--- config.mk ---
export PLATFORM = sky130hd
export DESIGN_NAME = mux2x1_arbiter
export DESIGN_NICKNAME = d
export VERILOG_FILES = /design/src/rtl/mux2x1_arbiter.sv
export SDC_FILE = /design/constraint.sdc
export NUM_CORES = 1
export LEC_CHECK = 0
export CORE_UTILIZATION = 43
export DETAILED_ROUTE_END_ITERATION = 6
export PLACE_DENSITY = 0.82
export SLEW_MARGIN = 5
export SYNTH_ARGS = -nofsm -noshare
export SYNTH_HDL_FRONTEND = slang
export SYNTH_SLANG_ARGS = --single-unit
--- constraint.sdc ---
create_clock -name clk -period 3.4 [get_ports clk]
set_input_delay 0.85 -clock clk [delete_from_list [all_inputs] [get_ports clk]]
set_output_delay 0.85 -clock clk [all_outputs]
set_load 0.02 [all_outputs]
--- src/rtl/mux2x1_arbiter.sv ---
// Two-requester round-robin arbiter driving a 2:1 mux select with a registered shared output.
// Optional per-holder grant limit: define MUX2X1_ARB_HOLD_LIMIT_EN.
module mux2x1_arbiter #(
  parameter int unsigned WIDTH    = 8,
  parameter int unsigned MAX_HOLD = 4
) (
  input  logic             clk,
  input  logic             rst,
  input  logic             req_a,
  input  logic             req_b,
  input  logic [WIDTH-1:0] a,
  input  logic [WIDTH-1:0] b,
  output logic             gnt_a,
  output logic             gnt_b,
  output logic             s,
  output logic [WIDTH-1:0] y,
  output logic             y_valid
);

  typedef enum logic [1:0] {
    IDLE  = 2'd0,
    GNT_A = 2'd1,
    GNT_B = 2'd2
  } state_t;

  state_t state, state_next;
  logic   last_a;    // 1: A was the most recent holder, 0: B
  logic   hold_hit;  // current holder has used up its grant budget

  if (MAX_HOLD == 0 || MAX_HOLD > 255) begin : g_bad_max_hold
    $error("mux2x1_arbiter: MAX_HOLD must be in 1..255");
  end

`ifdef MUX2X1_ARB_HOLD_LIMIT_EN
  localparam int unsigned CNT_W = 8;
  localparam logic [CNT_W-1:0] HOLD_MAX = CNT_W'(MAX_HOLD);
  localparam logic [CNT_W-1:0] HOLD_LAST = CNT_W'(MAX_HOLD - 1);

  logic [CNT_W-1:0] hold_cnt;

  // Counter reaches MAX_HOLD on this edge, so this is the holder's last cycle.
  assign hold_hit = (hold_cnt >= HOLD_LAST);

  always_ff @(posedge clk or posedge rst) begin
    if (rst) begin
      hold_cnt <= '0;
    end else if (state_next != IDLE && state_next != state) begin
      hold_cnt <= '0;
    end else if (state != IDLE && hold_cnt != HOLD_MAX) begin
      hold_cnt <= hold_cnt + CNT_W'(1);
    end
  end
`else
  assign hold_hit = 1'b0;
`endif

  always_ff @(posedge clk or posedge rst) begin
    if (rst) begin
      state <= IDLE;
    end else begin
      state <= state_next;
    end
  end

  // Next-state: tie goes to the requester that did not hold last.
  always_comb begin
    state_next = state;
    case (state)
      IDLE: begin
        if (req_a && (!req_b || !last_a)) begin
          state_next = GNT_A;
        end else if (req_b) begin
          state_next = GNT_B;
        end
      end
      GNT_A: begin
        if (!req_a) begin
          state_next = req_b ? GNT_B : IDLE;
        end else if (req_b && hold_hit) begin
          state_next = GNT_B;
        end
      end
      GNT_B: begin
        if (!req_b) begin
          state_next = req_a ? GNT_A : IDLE;
        end else if (req_a && hold_hit) begin
          state_next = GNT_A;
        end
      end
      default: state_next = IDLE;
    endcase
  end

  // Registered grants, select, round-robin pointer and datapath.
  always_ff @(posedge clk or posedge rst) begin
    if (rst) begin
      last_a  <= 1'b0;
      gnt_a   <= 1'b0;
      gnt_b   <= 1'b0;
      s       <= 1'b1;
      y       <= '0;
      y_valid <= 1'b0;
    end else begin
      if (state == GNT_A && state_next != GNT_A) begin
        last_a <= 1'b1;
      end else if (state == GNT_B && state_next != GNT_B) begin
        last_a <= 1'b0;
      end
      gnt_a <= (state_next == GNT_A);
      gnt_b <= (state_next == GNT_B);
      if (state_next == GNT_A) begin
        s <= 1'b1;
      end else if (state_next == GNT_B) begin
        s <= 1'b0;
      end
      y_valid <= (state != IDLE);
      if (state != IDLE) begin
        y <= s ? a : b;
      end
    end
  end

endmodule

==> reports/results.ini <==
[power_and_ir_drop]
ir_worst_vdd_mv = 0.3826
p_leak_nw = 0.4160
power.total_mw = 0.8035
powerDensity_mw_per_mm2 = 778.4

[setup_path]
start_kind = register
path_buf_inv = 1
end_kind = primary output
path_cells = clkdlybuf4s50_1
cpLargestDelayFamily = flip-flops
worst_path_max_delay_cell = dfstp_2
crit_arrival_ns = 1.65
criticalPathCategory = reg2out
cp.required_ns = 2.55
slowest_delay_ns = 0.71
critPathMaxFanout = 10

[global_route]
grt_pass1_vias = 519
grt_max_degree = 18
grt_antenna_before_repair = 0
grt_overflow = 0
grt_pass1_wl_microns = 2111
grtUsageTotal_pct = 15.65

[synthesis]
synthSimpleGateAreaFrac_pct = 8.787
synth_edf_count = 0
synth_top_family_by_area = compound AO/OA/AOI/OAI gates
synth_compound_area_share_pct = 16.87
synthAdderAreaFrac_pct = 3.515
yosysSeqAreaShare_pct = 52.90
ys_seq_elements = 15
synthCells = 62
muxShareOfSynthArea_pct = 11.25
netlist_area_sq_um = 711.9
synth-xor-area-share_pct = 0
synth.avg_cell_area_sq_um = 11.48
dominantRegCellSynth = dfrtp_1
synthArstFlopShare_pct = 100.0
yosys_warnings = 0
synth.net_count = 84
yosys.cell_types.count = 16

[cts]
cts_buffers = 3
post_cts_resized = 0
cts_sinks = 15
cts_buffer_depth = 2
h-tree-depth = 1
cts_hold_buf = 0
postCtsSetupBuffers = 0
cts-root-buf = clkbuf_4
clock_latency_ns = 0.28
cts_tree = done
clk_pin_slew_ns = 0.08

[drt]
drt_iter0_markers = 4
dr.pass1.iters = 4
drt_wl_total_microns = 1234
ant_nets = 0
route.detailed.wl_per_inst_microns = 11.22
viasPerCell = 4.964
vias = 546
remaining_drc_errors = 0

[sta]
max_slew.worst_pin.slew_ns = 0.7023
hold_ws_ns = 0.5252
final.setup_skew_ns = 0.0005211
setup_viol = 0
fin_crit_ns = 2.498
relSlewSlack_pct = 53.18
fin_tns_setup_ns = 0
rsz0062_at_grt = false
fmax_ghz = 0.4003
hold_viol_final = 0
period_share_pct = 73.47
drv_slew = 0

[die]
chipWidth_microns = 42.69
fp.dieArea_sq_mm = 0.001822
start_util_pct = 46.72
fp.dieH_microns = 42.69
row_count = 14
core_sq_mm = 0.001524
io_pins = 32

[placed_design]
place_hpwl_microns = 971.5
portBuffers = 31
gp_congestion = 0.7514
dpl_cell_area_sq_mm = 0.001006

[hold_path]
hold_class = reg2reg

[cells_and_area]
antenna_cells = 0
syn_to_final_growth_pct = 44.99
stdcell_area_sq_mm = 0.001032
drive_above_1_share_pct = 13.83
final_nets = 117

[job]
cap_violations = 0

[outcome]
outcome = finished clean

[state kept, by name (all words and copies together) (netlist names)]
| register | count |
|---|---|
| state | 2 |
| last_a | 1 |
| gnt_b | 1 |
| y_valid | 1 |
| y | 8 |
| s | 1 |
| gnt_a | 1 |
[worst paths after layout]
path / start / to / slack [ns] / depth (start not counted)
max: s$_DFFE_PP1P_ / s / 0.90 / 1
min: y[4]$_DFFE_PP0P_ / y[4]$_DFFE_PP0P_ / 0.53 / 2
max reg2reg: state[1]$_DFF_PP0_ / last_a$_DFFE_PP0P_ / 2.02 / 7
min reg2reg: y[4]$_DFFE_PP0P_ / y[4]$_DFFE_PP0P_ / 0.53 / 2
max in group asynchronous: rst / s$_DFFE_PP1P_ / 2.13 / 2
min in group asynchronous: rst / y[4]$_DFFE_PP0P_ / 0.91 / 2
[cell usage in the layout, fill, tap and decap left out, types with 2 or more instances in the layout]
cell             Yosys  routed
clkbuf_4             0       3
o21ai_0              5       5
inv_1                3       3
dfrtp_1             14      14
a21oi_2              8       8
o21a_1               2       2
ha_1                 2       2
nor2_1              11      11
a21oi_1              2       2
clkdlybuf4s50_1      0      31
mux2i_1              8       8
[cells in the mapped netlist (2+ instances only)]
| master | count | area (sq um) |
|---|---|---|
| inv_1 | 3 | 11.26 |
| a21oi_1 | 2 | 10.01 |
| dfrtp_1 | 14 | 350.3 |
| mux2i_1 | 8 | 80.08 |
| nor2_1 | 11 | 41.29 |
| a21oi_2 | 8 | 70.07 |
| o21ai_0 | 5 | 25.02 |
| ha_1 | 2 | 25.02 |
| o21a_1 | 2 | 15.01 |
[cell type report]
cell class | count | area [sq um]
Tap cell | 16 | 20.02
Inverter | 3 | 11.26
Sequential cell | 15 | 376.6
Timing Repair Buffer | 31 | 310.3
Multi-Input combinational cell | 41 | 287.8
Fill cell | 123 | 491.7
Clock buffer | 4 | 26.28
[kinds of logic (layout without fill, tap and decap cells)]
family	after synthesis	after routing
AND/OR/NAND/NOR	14	14
buffers and inverters	6	38
multiplexers	8	8
AO/OA/AOI/OAI	17	17
adder cells (fa/ha/maj)	2	2
flip-flops	15	15
[where the power goes]
| group | switching (mW) | total (mW) | internal [mW] |
|---|---|---|---|
| combinational | 0.186 | 0.384 | 0.198 |
| clock | 0.0550 | 0.101 | 0.0456 |
| sequential | 0.0653 | 0.319 | 0.254 |
| total | 0.306 | 0.804 | 0.497 |
[layer usage]
metal	wire, microns	GRT usage (%)	vias up	share of wire [%]
li1	-	-	270	-
met1	490	18.21	250	40
met2	643	24.85	21	52
met3	62	3.404	5	5.0
met4	38	11.88	0	3.1
met5	0	0	-	0
[through the flow]
step / instances / setup WS, ns / util, %
floorplan: 62 / 1.810 / -
global placement: 106 / 1.213 / 66.01
detailed placement: 106 / 1.170 / 66.01
CTS: 110 / 0.8960 / 67.73
global route: 110 / 0.8480 / 67.73
finish: 110 / 0.9022 / 67.73
Note: power is estimated with default switching activity, not from simulation.
